**src/rtl/clkrst_pkg.sv**
```systemverilog
// Shared types and default sizing for the clock/reset sequencer.
//   state_e      : sequencer FSM states
//   *_DEF        : default values for the clkrst_seq / ce_div parameters
package clkrst_pkg;

    localparam int unsigned N_CH_DEF    = 4;
    localparam int unsigned RST_CYC_DEF = 16;
    localparam int unsigned STAGGER_DEF = 8;
    localparam int unsigned DIV_W_DEF   = 8;

    typedef enum logic [1:0] {
        ST_HOLD    = 2'd0,
        ST_RELEASE = 2'd1,
        ST_RUN     = 2'd2,
        ST_ASSERT  = 2'd3
    } state_e;

endpackage

```
**src/rtl/ce_div.sv**
```systemverilog
// Per-channel clock-enable divider.
//   i_clk   : clock
//   i_rst   : synchronous active-high reset
//   i_en    : next-cycle enable (the D input of the channel's reset-release flop)
//   i_ratio : divide ratio, latched on enable and at every wrap
//   o_ce    : registered clock-enable pulse, one cycle every ratio cycles
module ce_div
    import clkrst_pkg::*;
#(
    parameter int unsigned DIV_W = DIV_W_DEF
) (
    input  logic             i_clk,
    input  logic             i_rst,
    input  logic             i_en,
    input  logic [DIV_W-1:0] i_ratio,
    output logic             o_ce
);

    logic             r_active;
    logic [DIV_W-1:0] r_ratio;
    logic [DIV_W-1:0] r_cnt;
    logic             r_ce;
    logic [DIV_W-1:0] w_term;

    // Ratios 0 and 1 both mean "every cycle", so the terminal count is 0.
    always_comb begin
        w_term = (r_ratio <= DIV_W'(1)) ? '0 : r_ratio - DIV_W'(1);
    end

    // Enable is taken one cycle early so the divider starts on the release edge itself.
    always_ff @(posedge i_clk) begin
        if (i_rst) begin
            r_active <= 1'b0;
            r_ratio  <= '0;
            r_cnt    <= '0;
            r_ce     <= 1'b0;
        end else begin
            r_active <= i_en;
            if (!i_en) begin
                r_cnt <= '0;
                r_ce  <= 1'b0;
            end else if (!r_active) begin
                r_ratio <= i_ratio;
                r_cnt   <= '0;
                r_ce    <= (i_ratio <= DIV_W'(1));
            end else if (r_cnt == w_term) begin
                r_ratio <= i_ratio;
                r_cnt   <= '0;
                r_ce    <= 1'b1;
            end else begin
                r_cnt <= r_cnt + DIV_W'(1);
                r_ce  <= 1'b0;
            end
        end
    end

    assign o_ce = r_ce;

endmodule

```
**src/rtl/clkrst_seq.sv**
```systemverilog
// Staggered reset-release sequencer with per-channel clock-enable dividers.
//   CLK      : clock
//   RST      : synchronous active-high reset
//   SRST_REQ : soft-reset request, honoured only in RUN
//   SRST_ACK : one-cycle acknowledge of an accepted soft reset
//   DIV      : per-channel divide ratios, channel i at [i*DIV_W +: DIV_W]
//   CH_RSTn  : per-channel active-low resets
//   CH_CE    : per-channel clock-enable pulses
//   READY    : all channels released and sequencer in RUN
module clkrst_seq
    import clkrst_pkg::*;
#(
    parameter int unsigned N_CH    = N_CH_DEF,
    parameter int unsigned RST_CYC = RST_CYC_DEF,
    parameter int unsigned STAGGER = STAGGER_DEF,
    parameter int unsigned DIV_W   = DIV_W_DEF
) (
    input  logic                  CLK,
    input  logic                  RST,
    input  logic                  SRST_REQ,
    output logic                  SRST_ACK,
    input  logic [N_CH*DIV_W-1:0] DIV,
    output logic [N_CH-1:0]       CH_RSTn,
    output logic [N_CH-1:0]       CH_CE,
    output logic                  READY
);

    localparam int unsigned LAST_REL = (N_CH - 1) * STAGGER;
    localparam int unsigned CNT_MAX  = (RST_CYC > LAST_REL) ? RST_CYC : LAST_REL;
    localparam int unsigned CNT_W    = $clog2(CNT_MAX + 1);

    state_e            r_state;
    state_e            w_state_d;
    logic [CNT_W-1:0]  r_cnt;
    logic [CNT_W-1:0]  w_cnt_d;
    logic [N_CH-1:0]   r_rstn;
    logic [N_CH-1:0]   w_rstn_d;
    logic              r_ack;
    logic              w_ack_d;
    logic              r_ready;
    logic              w_ready_d;

    // State, shared counter and registered outputs.
    always_ff @(posedge CLK) begin
        if (RST) begin
            r_state <= ST_HOLD;
            r_cnt   <= '0;
            r_rstn  <= '0;
            r_ack   <= 1'b0;
            r_ready <= 1'b0;
        end else begin
            r_state <= w_state_d;
            r_cnt   <= w_cnt_d;
            r_rstn  <= w_rstn_d;
            r_ack   <= w_ack_d;
            r_ready <= w_ready_d;
        end
    end

    // Next-state and next-output decode.
    always_comb begin
        w_state_d = r_state;
        w_cnt_d   = r_cnt;
        w_rstn_d  = r_rstn;
        w_ack_d   = 1'b0;
        w_ready_d = 1'b0;
        case (r_state)
            ST_HOLD: begin
                w_rstn_d = '0;
                if (r_cnt == CNT_W'(RST_CYC - 1)) begin
                    w_state_d = ST_RELEASE;
                    w_cnt_d   = '0;
                end else begin
                    w_cnt_d = r_cnt + CNT_W'(1);
                end
            end
            ST_RELEASE: begin
                // Releases are sticky; with STAGGER=0 every channel matches count 0.
                for (int unsigned i = 0; i < N_CH; i++) begin
                    if (r_cnt == CNT_W'(i * STAGGER)) begin
                        w_rstn_d[i] = 1'b1;
                    end
                end
                if (r_cnt == CNT_W'(LAST_REL)) begin
                    w_state_d = ST_RUN;
                    w_cnt_d   = '0;
                end else begin
                    w_cnt_d = r_cnt + CNT_W'(1);
                end
            end
            ST_RUN: begin
                if (SRST_REQ) begin
                    w_state_d = ST_ASSERT;
                    w_rstn_d  = '0;
                    w_ack_d   = 1'b1;
                end else begin
                    w_ready_d = &r_rstn;
                end
            end
            ST_ASSERT: begin
                w_rstn_d  = '0;
                w_state_d = ST_HOLD;
                w_cnt_d   = '0;
            end
            default: begin
                w_rstn_d  = '0;
                w_state_d = ST_HOLD;
                w_cnt_d   = '0;
            end
        endcase
    end

    // One divider per channel, enabled in step with its reset release.
    for (genvar g = 0; g < int'(N_CH); g++) begin : g_ch
        ce_div #(
            .DIV_W (DIV_W)
        ) u_ce_div (
            .i_clk   (CLK),
            .i_rst   (RST),
            .i_en    (w_rstn_d[g]),
            .i_ratio (DIV[g*DIV_W +: DIV_W]),
            .o_ce    (CH_CE[g])
        );
    end

    assign CH_RSTn  = r_rstn;
    assign SRST_ACK = r_ack;
    assign READY    = r_ready;

endmodule

```
**config.mk**
```make
export PLATFORM = sky130hd
export DESIGN_NAME = clkrst_seq
export DESIGN_NICKNAME = d
export VERILOG_FILES = /design/src/rtl/clkrst_pkg.sv /design/src/rtl/ce_div.sv /design/src/rtl/clkrst_seq.sv
export SDC_FILE = /design/constraint.sdc
export NUM_CORES = 1
export LEC_CHECK = 0
export ABC_AREA = 1
export BUFFER_PORTS_ARGS = -buffer_cell sky130_fd_sc_hd__buf_2
export CORE_ASPECT_RATIO = 1.25
export CORE_MARGIN = 2
export CORE_UTILIZATION = 49
export DETAILED_ROUTE_END_ITERATION = 10
export GPL_ROUTABILITY_DRIVEN = 0
export PLACE_DENSITY = 0.68
export SLEW_MARGIN = 20
export SYNTH_ARGS = -nofsm -noshare
export SYNTH_HDL_FRONTEND = slang
export SYNTH_SLANG_ARGS = --single-unit
```
**constraint.sdc**
```tcl
create_clock -name CLK -period 2.3 [get_ports CLK]
set_input_delay 0.23 -clock CLK [delete_from_list [all_inputs] [get_ports CLK]]
set_output_delay 0.23 -clock CLK [all_outputs]
set_load 0.005 [all_outputs]
```
==> results.md <==
* Met3 Routed Length at 381 um
* R2R Setup Slk at 0.20 ns
* First-pass GRT wire length at 19000 um
* Clock Power Share at 0.234
* Max Fclk at 476 MHz
* Core area at 0.0105 mm2
* Routed length on met2 at between 5000 and 6000 um
* Number of global-route vias before repair at 4563
* Sequential-to-total area share from yosys stat at 0.308
* Initial antenna violation count at 0
* CP Data Required Time at roughly 2.5 ns
* CTS tree: built
* Die area at 0.0116 mm2
* Fin nets at 921
* Wirelength, routed at between 10000 and 15000 um
* Hold-fix buffers at CTS at 0
* Site Rows at 42
* Clock slew at reported path FFs at roughly 0.060 ns
* Sw Pwr at 2.74 mW
* Final min period at 2.10 ns
* Synth Instances at 829
* Net Sw Frac at 0.435
* HPWL reported at the end of detailed placement at 8430 um
* DR vias/cell at 5.00
* DRC at 0
* Mapped cell area at 0.00527 mm2
* Area grow syn2layout at 11.3%
* Mean Syn Cell Area at 6.35 um2
* Pwr Total at 6.28 mW
* Clk_skew at 0.0101 ns
* DR vias at 5008
* Buffers on Ports at 44
* CP Class: register to register
* DIE WIDTH at a little under 100 um
* CTS max path bufs at 2
* Internal Pwr Total at 3.55 mW
* Crit Path Max Fanout at 16
* Seq cells post-synth at 81
* Die Height at around 120 um
* Tcrit/Tclk final at 0.914
* Layout cells sized above 1 at 0.121
* TNS Setup at 0 ns
* Syn_nets at 885
* P per Cell Area at about 1100 mW/mm2
* Worst VDD drop at 0.946 mV
* Yosys cell types at 35
* Pre-antenna DRT Iters at 5
* Leakage power at around 2.7 nW
* Final hold violations at 0
* 1st-iter DRT viols at 209
* Worst hold slack at ~0.15 ns
* Crit start category: register
* Area contributors post-synth: dfxtp_1 31%, nand2_1 13%, inv_1 9.8%
* Total Routing Usage GR at 0.194
* Worst Path Arrival at approximately 2.3 ns
* Final Max Tran Viols at 0
* # clock sinks at 81
* Largest net degree at the start of global routing at 23
* Hold Path Class: primary input to register
* Max layer used: met4
* Total gr overflow at 0
* Initial Utilization at 0.501
* Yosys Warn Count at 0
* Rel. slew slack at 0.654
* Status: finished clean
* Clock Latency Late Sink at 0.34 ns
* Drt wl/cell at 11.3 um
* Combinational power share at 0.490
* Crit. End Element: register
* Post-route ant nets at 0
* Clk root buf: clkbuf_16
* Worst-margin pin slew at a little over 0.5 ns
* Post-synth top area cell: dfxtp_1
* Final setup violation count at 0
* Num ports at 45
* Sequential power share at 0.276
* Metal1 wirelength at between 5000 and 6000 um
* MaxCap Viol Count at 0
* Post-synth top area share at 0.308
* CTS buffer count at 9
* H-tree levels at 3
* Antenna diodes at 0
-- timing repair --
action	4_1_cts	5_1_grt
buffers inserted	0	2
resized for setup	0	15
endpoints found under the setup margin	0	66
-- per-layer routing --
layer	GRT usage	vias up
met5	0	-
met3	0.0414	12
li1	-	2687
met1	0.224	2233
met4	0.0590	0
met2	0.357	76
-- kinds of logic (layout without fill, tap and decap cells) --
family,Yosys count,count (layout),share of synthesized area
AND/OR/NAND/NOR,475,476,0.406
AO/OA/AOI/OAI,65,65,0.0648
flip-flops,81,81,0.308
buffers and inverters,166,206,0.137
XOR/XNOR,21,21,0.0349
adder cells (fa/ha/maj),21,21,0.0499
-- metrics by stage --
stage,cells,worst slack [ns],utilization,area (um2)
final,1002,0.198,0.558,5860
after global routing,1002,-0.0205,0.558,5860
after CTS,999,0.0307,0.551,5790
after detailed placement,983,0.0660,0.522,5490
after global placement,983,0.109,0.522,5490
after floorplan,829,0.319,-,5270
-- path summary, 6_finish.rpt --
check | from | to | cells past startpoint
max | g_ch[0].u_ce_div.r_ratio[0] | g_ch[0].u_ce_div.r_ratio[5] | 13
min reg2reg | g_ch[1].u_ce_div.r_cnt[0] | g_ch[1].u_ce_div.r_cnt[0] | 1
min | SRST_REQ | SRST_ACK | 3
max reg2reg | g_ch[0].u_ce_div.r_ratio[0] | g_ch[0].u_ce_div.r_ratio[5] | 13
-- power groups by stage --
stage / Sequential (mW) / Combinational (mW) / Clock, mW
global placement: 1.75 / 2.86 / 0
global route: 1.76 / 3.55 / 1.56
finish: 1.74 / 3.08 / 1.47
CTS: 1.73 / 2.96 / 1.50
floorplan: 1.71 / 2.57 / 0
detailed placement: 1.76 / 2.94 / 0
-- synth_stat cells, drive strengths merged --
cell / n
and2: 1
o21ai: 18
buf: 20
nor3: 11
a31o: 1
o31ai: 1
nand3: 95
nor3b: 6
clkbuf: 6
a211oi: 1
inv: 138
dfxtp: 81
and3: 1
nor2: 132
xor2: 20
a21oi: 42
nand2: 195
nand3b: 1
o41ai: 1
or2: 1
clkinv: 2
nand4: 29
a221oi: 1
xnor2: 1
ha: 21
nor4: 3
-- registers in the layout, indices dropped and copies added, names as in the netlist --
signal / cells
g_ch.u_ce_div.r_ratio: 32
SRST_ACK: 1
READY: 1
r_cnt: 5
r_state: 2
CH_RSTn: 4
g_ch.u_ce_div.r_cnt: 32
g_ch.u_ce_div.o_ce: 4
-- critical path: stages, from the launching register on --
cell and delay, ns:
dfxtp_1 0.34, inv_2 0.11, ha_1 0.23, nor2_1 0.06, nor2_1 0.19, nand2_4 0.15, nand4_1 0.13, nand2_1 0.06
nor2_1 0.16, nand3_2 0.20, nand2_4 0.17, nand3_1 0.08, nand2_1 0.08, nor2_1 0.04
-- cell type report --
cell class / count / area [um2]
fill: 1031 / 4650
clock inverter: 6 / 67.6
sequential: 81 / 1620
inverter: 140 / 526
tap: 132 / 165
multi-input combinational: 583 / 2980
clock buffer: 10 / 239
timing repair buffer: 50 / 265
-- cell usage in the layout, fill, tap and decap left out, drive strengths merged --
cell	netlist	routed
and2	1	1
nand2	195	196
bufinv	0	1
dfxtp	81	81
a211oi	1	1
buf	20	50
nand4	29	29
xnor2	1	1
nor4	3	3
o21ai	18	18
clkinvlp	0	2
nand3	95	95
nor3	11	11
nand3b	1	1
clkinv	2	5
clkbuf	6	10
xor2	20	20
nor3b	6	6
nor2	132	132
o31ai	1	1
a31o	1	1
o41ai	1	1
or2	1	1
ha	21	21
a221oi	1	1
a21oi	42	42
and3	1	1
inv	138	138
Note: power is estimated with default switching activity, not from simulation.
